--- src/rtl/team_03_wb_master.sv ---
// team_03_wb_master
// Single-outstanding Wishbone classic master. A command is accepted in IDLE
// and put on the bus. The cycle ends on the slave ack, or it is aborted after
// TIMEOUT_CYCLES bus cycles with no ack. The result is then held on the
// response port until it is consumed.
//
// Ports
//   wb_clk_i, wb_rst_i            clock, async active-high reset
//   cmd_valid/cmd_ready           command handshake
//   cmd_we/adr/dat/sel            command fields
//   rsp_valid/rsp_ready           response handshake
//   rsp_dat, rsp_err              read data (0 for writes/errors), timeout flag
//   wbm_cyc_o..wbm_sel_o          Wishbone master outputs
//   wbm_dat_i, wbm_ack_i          Wishbone slave inputs
//   busy                          high whenever not in IDLE
//
// state   | meaning
// IDLE    | cmd_ready high, waiting for a command
// BUS     | cyc/stb asserted, waiting for ack or timeout
// RESP    | rsp_valid high, waiting for rsp_ready
module team_03_wb_master #(
   parameter int unsigned TIMEOUT_CYCLES = 255
) (
   input  logic        wb_clk_i,
   input  logic        wb_rst_i,
   input  logic        cmd_valid,
   output logic        cmd_ready,
   input  logic        cmd_we,
   input  logic [31:0] cmd_adr,
   input  logic [31:0] cmd_dat,
   input  logic [3:0]  cmd_sel,
   output logic        rsp_valid,
   input  logic        rsp_ready,
   output logic [31:0] rsp_dat,
   output logic        rsp_err,
   output logic        wbm_cyc_o,
   output logic        wbm_stb_o,
   output logic        wbm_we_o,
   output logic [31:0] wbm_adr_o,
   output logic [31:0] wbm_dat_o,
   output logic [3:0]  wbm_sel_o,
   input  logic [31:0] wbm_dat_i,
   input  logic        wbm_ack_i,
   output logic        busy
);

   typedef enum logic [1:0] {
      ST_IDLE = 2'd0,
      ST_BUS  = 2'd1,
      ST_RESP = 2'd2
   } state_t;

   // Last counter value before abort; the counter starts at 0 on the first
   // bus cycle, so the bus is held for exactly TIMEOUT_CYCLES cycles.
   localparam logic [7:0] TC_LAST = 8'(TIMEOUT_CYCLES - 1);

   state_t      state_q, state_d;
   logic [7:0]  cnt_q, cnt_d;
   logic        cyc_q, cyc_d;
   logic        we_q, we_d;
   logic [31:0] adr_q, adr_d;
   logic [31:0] dat_q, dat_d;
   logic [3:0]  sel_q, sel_d;
   logic        rsp_valid_q, rsp_valid_d;
   logic [31:0] rsp_dat_q, rsp_dat_d;
   logic        rsp_err_q, rsp_err_d;
   logic        cmd_ready_q, cmd_ready_d;
   logic        busy_q, busy_d;

   always_ff @(posedge wb_clk_i or posedge wb_rst_i) begin
      if (wb_rst_i) begin
         state_q     <= ST_IDLE;
         cnt_q       <= 8'd0;
         cyc_q       <= 1'b0;
         we_q        <= 1'b0;
         adr_q       <= 32'd0;
         dat_q       <= 32'd0;
         sel_q       <= 4'd0;
         rsp_valid_q <= 1'b0;
         rsp_dat_q   <= 32'd0;
         rsp_err_q   <= 1'b0;
         cmd_ready_q <= 1'b1;
         busy_q      <= 1'b0;
      end else begin
         state_q     <= state_d;
         cnt_q       <= cnt_d;
         cyc_q       <= cyc_d;
         we_q        <= we_d;
         adr_q       <= adr_d;
         dat_q       <= dat_d;
         sel_q       <= sel_d;
         rsp_valid_q <= rsp_valid_d;
         rsp_dat_q   <= rsp_dat_d;
         rsp_err_q   <= rsp_err_d;
         cmd_ready_q <= cmd_ready_d;
         busy_q      <= busy_d;
      end
   end

   always_comb begin
      state_d     = state_q;
      cnt_d       = cnt_q;
      cyc_d       = cyc_q;
      we_d        = we_q;
      adr_d       = adr_q;
      dat_d       = dat_q;
      sel_d       = sel_q;
      rsp_valid_d = rsp_valid_q;
      rsp_dat_d   = rsp_dat_q;
      rsp_err_d   = rsp_err_q;

      unique case (state_q)
         ST_IDLE: begin
            if (cmd_valid) begin
               we_d    = cmd_we;
               adr_d   = cmd_adr;
               dat_d   = cmd_dat;
               sel_d   = cmd_sel;
               cyc_d   = 1'b1;
               cnt_d   = 8'd0;
               state_d = ST_BUS;
            end
         end
         ST_BUS: begin
            // Ack is checked first so it wins over a coincident timeout.
            if (wbm_ack_i) begin
               cyc_d       = 1'b0;
               rsp_valid_d = 1'b1;
               rsp_err_d   = 1'b0;
               rsp_dat_d   = we_q ? 32'd0 : wbm_dat_i;
               state_d     = ST_RESP;
            end else if (cnt_q == TC_LAST) begin
               cyc_d       = 1'b0;
               rsp_valid_d = 1'b1;
               rsp_err_d   = 1'b1;
               rsp_dat_d   = 32'd0;
               state_d     = ST_RESP;
            end else begin
               cnt_d = cnt_q + 8'd1;
            end
         end
         ST_RESP: begin
            if (rsp_ready) begin
               rsp_valid_d = 1'b0;
               state_d     = ST_IDLE;
            end
         end
         default: begin
            cyc_d       = 1'b0;
            rsp_valid_d = 1'b0;
            state_d     = ST_IDLE;
         end
      endcase

      cmd_ready_d = (state_d == ST_IDLE);
      busy_d      = (state_d != ST_IDLE);
   end

   // cyc and stb share one register so they can never differ.
   assign wbm_cyc_o = cyc_q;
   assign wbm_stb_o = cyc_q;
   assign wbm_we_o  = we_q;
   assign wbm_adr_o = adr_q;
   assign wbm_dat_o = dat_q;
   assign wbm_sel_o = sel_q;
   assign rsp_valid = rsp_valid_q;
   assign rsp_dat   = rsp_dat_q;
   assign rsp_err   = rsp_err_q;
   assign cmd_ready = cmd_ready_q;
   assign busy      = busy_q;

endmodule
--- config.mk ---
export PLATFORM = sky130hd
export DESIGN_NAME = team_03_wb_master
export DESIGN_NICKNAME = d
export VERILOG_FILES = /design/src/rtl/team_03_wb_master.sv
export SDC_FILE = /design/constraint.sdc
export NUM_CORES = 1
export LEC_CHECK = 0
export BUFFER_PORTS_ARGS = -buffer_cell sky130_fd_sc_hd__buf_2
export CORE_MARGIN = 1
export CORE_UTILIZATION = 32
export CTS_CLUSTER_DIAMETER = 80
export DETAILED_ROUTE_END_ITERATION = 7
export GPL_ROUTABILITY_DRIVEN = 0
export PLACE_DENSITY = 0.7
export SLEW_MARGIN = 20
export SYNTH_ARGS = -nofsm -noshare
export SYNTH_HDL_FRONTEND = slang
export SYNTH_SLANG_ARGS = --single-unit
--- constraint.sdc ---
create_clock -name wb_clk_i -period 5.1 [get_ports wb_clk_i]
set_input_delay 1.02 -clock wb_clk_i [delete_from_list [all_inputs] [get_ports wb_clk_i]]
set_output_delay 1.02 -clock wb_clk_i [all_outputs]
set_load 0.02 [all_outputs]
==> results.json <==
{
  "syn_nets": 556,
  "io_pins": 213,
  "cp.arrival_ns": 1.09,
  "ys_seq_area_frac": 0.6483,
  "clock-sinks": 116,
  "cts.clk_slew.worst_paths_ns": 0.05,
  "min_path_type": "register to register",
  "critPathMaxFanout": 3,
  "max_stage_delay_ns": 0.46,
  "p_leak_uw": 0.003520,
  "cts_buffers": 17,
  "crit_path_end_kind": "output port",
  "cp_slowest_cell": "dfrtp_1",
  "routed_wl_um": 11410,
  "muxShareOfSynthArea": 0.01145,
  "power_density_nw_per_um2": 693.1,
  "clk_latency_ns": 0.41,
  "synthAdderAreaFrac": 0.005587,
  "grt_pass1_vias": 3634,
  "dp_hpwl_um": 7636,
  "die_area_um2": 14470,
  "finalCriticalPeriod_ns": 2.105,
  "cts_tree": "done",
  "via_count": 3829,
  "first_iter_violations": 110,
  "max_clock_freq_mhz": 475.0,
  "synth_top_area_share": 0.6425,
  "syn_area_um2": 4479,
  "num-nets-final": 767,
  "critPathTopFamily": "flip-flops",
  "layout_commonest_cell": "nand2_1",
  "skew_ns": 0.007702,
  "synth_compound_area_frac": 0.08855,
  "vias_per_cell": 4.510,
  "fillers": 1309,
  "status": "completed",
  "ys_seq_elements": 116,
  "antenna_found_initial": 1,
  "tns_ns": 0,
  "core-area_um2": 13450,
  "h-tree-depth": 4,
  "finalSetupViolCount": 0,
  "vdd_drop_max_mv": 0.2925,
  "drc": 0,
  "maxSlewHeadroom": 0.4952,
  "portBuffers": 212,
  "multi_input_area_um2": 1466,
  "slew_violations": 0,
  "min_period_over_period": 0.4128,
  "wl_per_cell_um": 13.44,
  "grtUsageTotal": 0.1630,
  "required_ns": 4.08,
  "synth-xor-area-share": 0,
  "hold_viol": 0,
  "worst_slew_pin_slew_ns": 0.7572,
  "area.sequential_um2": 2904,
  "yosys_warnings": 0,
  "layout_common_cells": "217 x nand2_1, 212 x buf_2, 115 x dfrtp_1",
  "netlist_instances": 448,
  "cts-root-buf": "clkbuf_16",
  "yosys.area.top_type": "dfrtp_1",
  "post_dp_cell_area_um2": 5707,
  "grt_max_degree": 79,
  "clock_path_buffers": 2,
  "grt-ovfl-total": 0,
  "synth.avg_cell_area_um2": 9.998,
  "power_uw": 4402,
  "syn2layout_area_growth_pct": 41.79,
  "path_buf_inv": 1,
  "die_w_um": 120.3,
  "critPathKind": "register to output port",
  "synth-simple-area-share": 0.2184,
  "synth_top_family_by_area": "simple AND/OR/NAND/NOR gates",
  "rsz0062_at_grt": "false",
  "ctsHoldBuffers": 0,
  "cts_resized": 0,
  "start_util": 0.3330,
  "post_cts_buffers": 0,
  "row_count": 42,
  "worst_setup_path_start_kind": "register",
  "yosysUniqueCellTypes": 33,
  "path_cells": "buf_2",
  "drtPass1Iterations": 4,
  "netlist_top_cells_area": "dfrtp_1 64%, nand2_1 18%, a22o_1 6.3%, clkbuf_1 1.7%, mux2i_1 0.89%",
  "cap_violations": 0,
  "ant_nets": 0,
  "grt_pass1_wl_um": 18030,
  "die_h_um": 120.3,
  "final_area_um2": 6351,
  "drive_gt1_frac": 0.3824
}
==> report_power, final <==
part | total [uW] | internal, uW | switching, uW
clock | 1220 | 818 | 404
combinational | 1630 | 558 | 1080
sequential | 1550 | 1320 | 226
total | 4400 | 2700 | 1710
==> synthesized netlist by cell type, drive strengths merged <==
library cell,instances
nand2,218
dfrtp,115
a22o,32
clkbuf,20
a21oi,7
inv,6
buf,5
nor2,5
mux2i,4
nand2b,4
o21ai,4
o31ai,4
or4,4
nor2b,3
ha,2
nand3,2
nand4,2
or3,2
a2111oi,1
a211oi,1
a21boi,1
a21o,1
and2,1
dfstp,1
mux2,1
nor4,1
or4b,1
==> per-layer routing <==
| layer | up-vias | GRT usage | wire length [um] |
|---|---|---|---|
| li1 | 1886 | - | - |
| met1 | 1758 | 0.2039 | 5053 |
| met2 | 170 | 0.2468 | 5179 |
| met3 | 15 | 0.06462 | 982 |
| met4 | 0 | 0.07485 | 195 |
| met5 | - | 0 | 0 |
==> tightest hold or removal path, stage by stage (launching register included) <==
cell and delay, ns:
dfrtp_1 0.33, nand2_1 0.05, nand2_1 0.06
==> path summary, 6_finish.rpt <==
path	start	end	slack (ns)	cells past startpoint
max	wbm_we_o$_DFFE_PP0P_	wbm_we_o	2.99	1
max in group asynchronous	wb_rst_i	wbm_adr_o[4]$_DFFE_PP0P_	3.35	4
min reg2reg	wbm_dat_o[15]$_DFFE_PP0P_	wbm_dat_o[15]$_DFFE_PP0P_	0.46	2
max reg2reg	state_q[0]$_DFF_PP0_	cnt_q[4]$_DFFE_PP0P_	3.17	5
min in group asynchronous	wb_rst_i	wbm_adr_o[1]$_DFFE_PP0P_	0.59	2
min	wbm_dat_o[15]$_DFFE_PP0P_	wbm_dat_o[15]$_DFFE_PP0P_	0.46	2
==> area by class of cell <==
cell class / count / area share
Antenna cell: 1 / 0.0003940
Clock buffer: 24 / 0.07742
Clock inverter: 8 / 0.01931
Inverter: 6 / 0.003940
Multi-Input combinational cell: 301 / 0.2309
Sequential cell: 116 / 0.4573
Tap cell: 176 / 0.03467
Timing Repair Buffer: 217 / 0.1761
==> through the flow <==
step	util	hold slack, ns	setup WS [ns]	cells
after floorplan	-	0.5343	1.009	448
after global placement	0.4238	0.4537	2.566	815
after detailed placement	0.4242	0.4562	2.578	815
after CTS	0.4699	0.4691	2.962	847
after global routing	0.4719	0.4872	2.930	848
final	0.4721	0.4650	2.995	849
==> state kept, by name, indices dropped and copies added, names as in the netlist, 2 cells and up <==
signal / cells
cnt_q: 8
rsp_dat: 32
state_q: 2
wbm_adr_o: 32
wbm_dat_o: 32
wbm_sel_o: 4
==> kinds of logic after synthesis <==
family          count (synthesis)
compound gates                 51
fa+ha+maj                       2
buf+inv                        31
flops                         116
mux                             5
simple gates                  243
(Power assumes the default switching activity.)
